$ cat src/rtl/move_fetch_ctrl.sv
// Fetch controller for action_ram: reads the action word addressed by a move
// request, validates it against the latched board and hands one cell index downstream.
module move_fetch_ctrl #(
    parameter int unsigned ADDR_W = 8,
    parameter int unsigned DATA_W = 16,
    parameter int unsigned CELLS  = 9
) (
    input  logic                 clock,
    input  logic                 reset_n,
    input  logic                 req_valid,
    output logic                 req_ready,
    input  logic [ADDR_W-1:0]    req_addr,
    input  logic [2*CELLS-1:0]   req_board,
    input  logic                 ram_we,
    output logic [ADDR_W-1:0]    read_address,
    input  logic [DATA_W-1:0]    d_out,
    output logic                 move_valid,
    input  logic                 move_ready,
    output logic [3:0]           move_cell,
    output logic [1:0]           move_src
);

    localparam int unsigned CELL_W  = 4;
    localparam int unsigned NCODES  = 16;
    localparam int unsigned BOARD_W = 2 * CELLS;

    localparam logic [1:0] SRC_PRIMARY  = 2'd0;
    localparam logic [1:0] SRC_FALLBACK = 2'd1;
    localparam logic [1:0] SRC_SCAN     = 2'd2;
    localparam logic [1:0] SRC_FULL     = 2'd3;
    localparam logic [CELL_W-1:0] NO_CELL = 4'hF;

    typedef enum logic [1:0] {
        S_IDLE    = 2'd0,
        S_ISSUE   = 2'd1,
        S_CAPTURE = 2'd2,
        S_DONE    = 2'd3
    } state_t;

    state_t               state_q, state_d;
    logic [BOARD_W-1:0]   board_q, board_d;
    logic [ADDR_W-1:0]    addr_d;
    logic [CELL_W-1:0]    cell_d;
    logic [1:0]           src_d;
    logic                 valid_d;
    logic                 ready_d;

    logic [CELL_W-1:0]    primary;
    logic [CELL_W-1:0]    fallback;
    logic [NCODES-1:0]    empty_vec;
    logic                 scan_found;
    logic [CELL_W-1:0]    scan_cell;
    logic                 unused_low_bits;

    assign primary         = d_out[DATA_W-1 -: CELL_W];
    assign fallback        = d_out[DATA_W-CELL_W-1 -: CELL_W];
    assign unused_low_bits = ^d_out[DATA_W-2*CELL_W-1:0];

    // Empty-cell map padded to 16 entries so codes 9..15 always read as not empty.
    always_comb begin
        empty_vec = '0;
        for (int k = 0; k < int'(CELLS); k++) begin
            empty_vec[k] = (board_q[2*k +: 2] == 2'b00);
        end
    end

    // Lowest-index empty cell: iterate downward so the last hit is the lowest.
    always_comb begin
        scan_found = 1'b0;
        scan_cell  = NO_CELL;
        for (int k = int'(CELLS) - 1; k >= 0; k--) begin
            if (empty_vec[k]) begin
                scan_found = 1'b1;
                scan_cell  = CELL_W'(k);
            end
        end
    end

    // Next-state and next-output logic; outputs are registered below.
    always_comb begin
        state_d = state_q;
        board_d = board_q;
        addr_d  = read_address;
        cell_d  = move_cell;
        src_d   = move_src;

        case (state_q)
            S_IDLE: begin
                if (req_valid) begin
                    addr_d  = req_addr;
                    board_d = req_board;
                    state_d = S_ISSUE;
                end
            end
            S_ISSUE: begin
                // The RAM holds d_out during loader writes, so wait them out.
                if (!ram_we) begin
                    state_d = S_CAPTURE;
                end
            end
            S_CAPTURE: begin
                if (empty_vec[primary]) begin
                    cell_d = primary;
                    src_d  = SRC_PRIMARY;
                end else if (empty_vec[fallback]) begin
                    cell_d = fallback;
                    src_d  = SRC_FALLBACK;
                end else if (scan_found) begin
                    cell_d = scan_cell;
                    src_d  = SRC_SCAN;
                end else begin
                    cell_d = NO_CELL;
                    src_d  = SRC_FULL;
                end
                state_d = S_DONE;
            end
            S_DONE: begin
                if (move_ready) begin
                    state_d = S_IDLE;
                end
            end
            default: state_d = S_IDLE;
        endcase

        valid_d = (state_d == S_DONE);
        ready_d = (state_d == S_IDLE);
    end

    always_ff @(posedge clock or negedge reset_n) begin
        if (!reset_n) begin
            state_q      <= S_IDLE;
            board_q      <= '0;
            read_address <= '0;
            move_cell    <= NO_CELL;
            move_src     <= SRC_PRIMARY;
            move_valid   <= 1'b0;
            req_ready    <= 1'b1;
        end else begin
            state_q      <= state_d;
            board_q      <= board_d;
            read_address <= addr_d;
            move_cell    <= cell_d;
            move_src     <= src_d;
            move_valid   <= valid_d;
            req_ready    <= ready_d;
        end
    end

endmodule
$ cat config.mk
export PLATFORM = sky130hd
export DESIGN_NAME = move_fetch_ctrl
export DESIGN_NICKNAME = d
export VERILOG_FILES = /design/src/rtl/move_fetch_ctrl.sv
export SDC_FILE = /design/constraint.sdc
export NUM_CORES = 1
export LEC_CHECK = 0
export CAP_MARGIN = 25
export CORE_UTILIZATION = 30
export CTS_CLUSTER_DIAMETER = 100
export DETAILED_ROUTE_END_ITERATION = 7
export HOLD_SLACK_MARGIN = 0.12
export PLACE_DENSITY = 0.68
export SLEW_MARGIN = 30
export SYNTH_ARGS = -nofsm -noshare
export SYNTH_HDL_FRONTEND = slang
export SYNTH_SLANG_ARGS = --single-unit
$ cat constraint.sdc
create_clock -name clock -period 2.1 [get_ports clock]
set_input_delay 0.63 -clock clock [delete_from_list [all_inputs] [get_ports clock]]
set_output_delay 0.63 -clock clock [all_outputs]
set_load 0.02 [all_outputs]
==> run_results.csv <==
group,metric,value,unit
floorplan,die_h,78.8,µm
floorplan,die_width,78.8,µm
clock_tree,cts.htree.levels,2,
setup_path,worst-path-max-fanout,4,
sta,maxSlewHeadroom,61.3,%
synth,ys_ff_latch,36,
setup_path,reg2reg_slack,80,ps
clock_tree,cts_tree,"built",
synth,post_synth_num_cell_types,42,
setup_path,worstPathArrival,2250,ps
drt,wirelength,4.26,mm
power,leakagePower,1.09,nW
setup_path,end_kind,"flop",
drt,drtPass1Iterations,4,
clock_tree,cts_buffers,5,
finish,antenna_cells,0,
sta,finalHoldViolCount,0,
drt,drtAntennaViolNets,0,
clock_tree,clock-sinks,36,
placed_design,place_ws,-662,ps
floorplan,rows,27,
floorplan,core_area,0.00561,mm²
drt,via_per_inst,4.86,
placed_design,placedInstanceArea,0.00254,mm²
drt,drc,0,
finish,fillers,534,
synth,syn_nets,193,
power,ir_drop,0.692,mV
setup_path,critPathBufInv,3,
setup_path,worstPathRequired,2300,ps
placed_design,portBuffers,54,
setup_path,critPathTopFamily,"compound AO/OA/AOI/OAI gates",
worst_hold_path,hold_path_class,"input port to async pin",
placed_design,gp_congestion,0.788,
clock_tree,clockBufferDepth,2,
grt,grt_pass1_wl,7.18,mm
grt,grt_use_total,15.0,%
setup_path,cp_common_cell,"buf_4",
clock_tree,clkTransAtPathRegs,80,ps
grt,overflow,0,
sta,timing.final.crit_share,97.2,%
finish,finish.utilization,48.2,%
synth,yosys_warnings,0,
clock_tree,ctsHoldBuffers,0,
sta,whs,380,ps
drt,vias,1442,
setup_path,path_class,"input port to flop",
synth,netlist_area,0.00177,mm²
sta,setup_violations,0,
finish,final_nets,271,
job,cap_viol_max_count,0,
power,power,3.66,mW
synth,synth_top_area_cell,"dfrtp_1",
sta,rsz0062_at_grt,"true",
floorplan,io_pins,63,
setup_path,reg2reg_to,"move_cell[1]",
setup_path,slowest_stage,"a2111o_1",
sta,clock_skew,11.2,ps
grt,grt_max_degree,37,
finish,finalNonFillerCells,297,
synth,synth_cells,146,
run_status,status,"finished clean",
synth,seq_area_frac_synth,51.3,%
sta,setup_ws,58.2,ps
power,power.density,1350,mW/mm²
synth,syn_area_per_cell,12.1,µm²
setup_path,critPathMaxStageDelay,350,ps
synth,synth_top_flop_cell,"dfrtp_1",
finish,design_area,0.00270,mm²
sta,tightest_slew,576,ps
sta,fin_crit,2040,ps
setup_path,startpoint_type,"input port",
floorplan,dieArea,0.00621,mm²
placed_design,dpl.hpwl,3.00,mm
placed_design,place_inst,288,
sta,maxSlewViolCount,0,
grt,first_global_vias,1561,
sta,tns,0,ps
drt,wl_per_cell,14.3,µm
clock_tree,cts_root_buf,"clkbuf_8",
setup_path,cp_cell_sequence,"buf_4, buf_4, o41ai_1, a31o_2, o221a_4, nor3_4, buf_4, a2111o_1, o22ai_1",
synth,post-synth-top-area-fraction,43.8,%
synth,async_flop_share,100,%
setup_path,reg2reg_depth,7,
sta,max_freq,490,MHz
grt,grt_antenna_before_repair,0,
finish,areaGrowthSynthToFinish,52.8,%
synth,synth-edff-count,0,
finish,drive_gt1_share,36.9,%
setup_path,r2r_start,"board_q[2]",
floorplan,start_util,31.5,%
clock_tree,clock_latency,290,ps
synth,synth_area_leaders,"dfrtp_1 (44%), mux2_2 (17%), dfstp_2 (7.4%)",
drt,drt-initial-drc-count,67,
==> placed cells by master, fill, tap and decap left out, drive strengths merged, types with 2 or more instances in the layout <==
master / count
a211oi: 2
a21boi: 2
a21oi: 4
a31o: 2
buf: 24
clkbuf: 6
clkdlybuf4s50: 48
dfrtp: 31
dfstp: 5
dlygate4sd2: 3
inv: 3
mux2: 27
nand2: 5
nor2: 16
nor2b: 2
nor3: 7
nor3b: 2
o21ai: 2
o22a: 2
o22ai: 4
o32a: 2
o41ai: 3
or2: 3
or4: 2
==> repair_timing <==
item | 4_1_cts | 5_1_grt
cloned | 0 | 0
gates resized for setup | 19 | 8
endpoints found under the setup margin | 6 | 3
pin swaps | 8 | 8
setup buffers | 1 | 0
==> flip-flops by register name (all words and copies together) (netlist names) <==
name	cells
board_q	18
state_q	2
req_ready	1
move_cell	4
move_src	2
move_valid	1
read_address	8
==> worst reg2reg max path, delay by kind of cell, from the launching register on <==
family	cells	cell delay [ps]
mux	1	470
buf+inv	1	120
compound gates	3	730
flops	1	370
simple gates	2	240
==> how the worst max path moves through the flow <==
| stage | start | to | slack [ps] | depth (start not counted) |
|---|---|---|---|---|
| 2_1_floorplan | d_out[9] | move_cell[1] | 20 | 5 |
| 3_3_place_gp | d_out[9] | move_cell[1] | -640 | 6 |
| 3_5_place_dp | d_out[9] | move_cell[0] | -660 | 8 |
| 4_1_cts | d_out[9] | move_cell[0] | -20 | 8 |
| 5_1_grt | board_q[17] | move_cell[1] | -10 | 5 |
| 6_report | d_out[9] | move_cell[0] | 60 | 9 |
==> layout make-up <==
type / count / area [µm²] / share of cell area, %
well taps: 72 / 90.1 / 3.33
flip-flops and latches: 36 / 907 / 33.5
multi-input cells: 103 / 912 / 33.7
repair buffers: 75 / 698 / 25.8
clock inverters: 2 / 12.5 / 0.463
clock buffers: 6 / 72.6 / 2.68
inverters: 3 / 11.3 / 0.416
==> synth_stat cells (2+ instances only) <==
cell type	count
clkbuf_1	3
a21oi_1	4
o32a_1	2
or4_1	2
nand2_1	5
a211oi_1	2
o22a_1	2
dfstp_2	5
a21boi_0	2
nor2b_1	2
o41ai_1	3
nor3_2	2
nor2_1	12
nor3_1	5
a31o_2	2
o21ai_0	2
or2_1	2
dfrtp_1	31
nor2_2	4
mux2_2	27
o22ai_1	4
inv_1	3
==> cell families (layout without fill, tap and decap cells) <==
family	Yosys count	in the layout	synth area share (%)
muxes	29	29	19.0
buffers and inverters	7	86	1.77
and+or+nand+nor	43	43	13.7
AOI/OAI and AO/OA	31	31	14.2
DFF	36	36	51.3
==> routing by layer <==
layer | share of wire, % | wire [µm] | global-route usage (%) | vias up
li1 | - | - | - | 708
met1 | 44 | 1890 | 18.5 | 692
met2 | 49 | 2080 | 25.6 | 36
met3 | 5.4 | 229 | 4.14 | 6
met4 | 1.4 | 60 | 3.89 | 0
met5 | 0 | 0 | 0 | -
==> report_power, final <==
part | switching, mW | leakage, nW | internal [mW]
Sequential | 0.265 | 0.422 | 1.07
Combinational | 0.842 | 0.627 | 0.998
Clock | 0.250 | 0.0412 | 0.232
Total | 1.36 | 1.09 | 2.30
(Power assumes the default switching activity.)
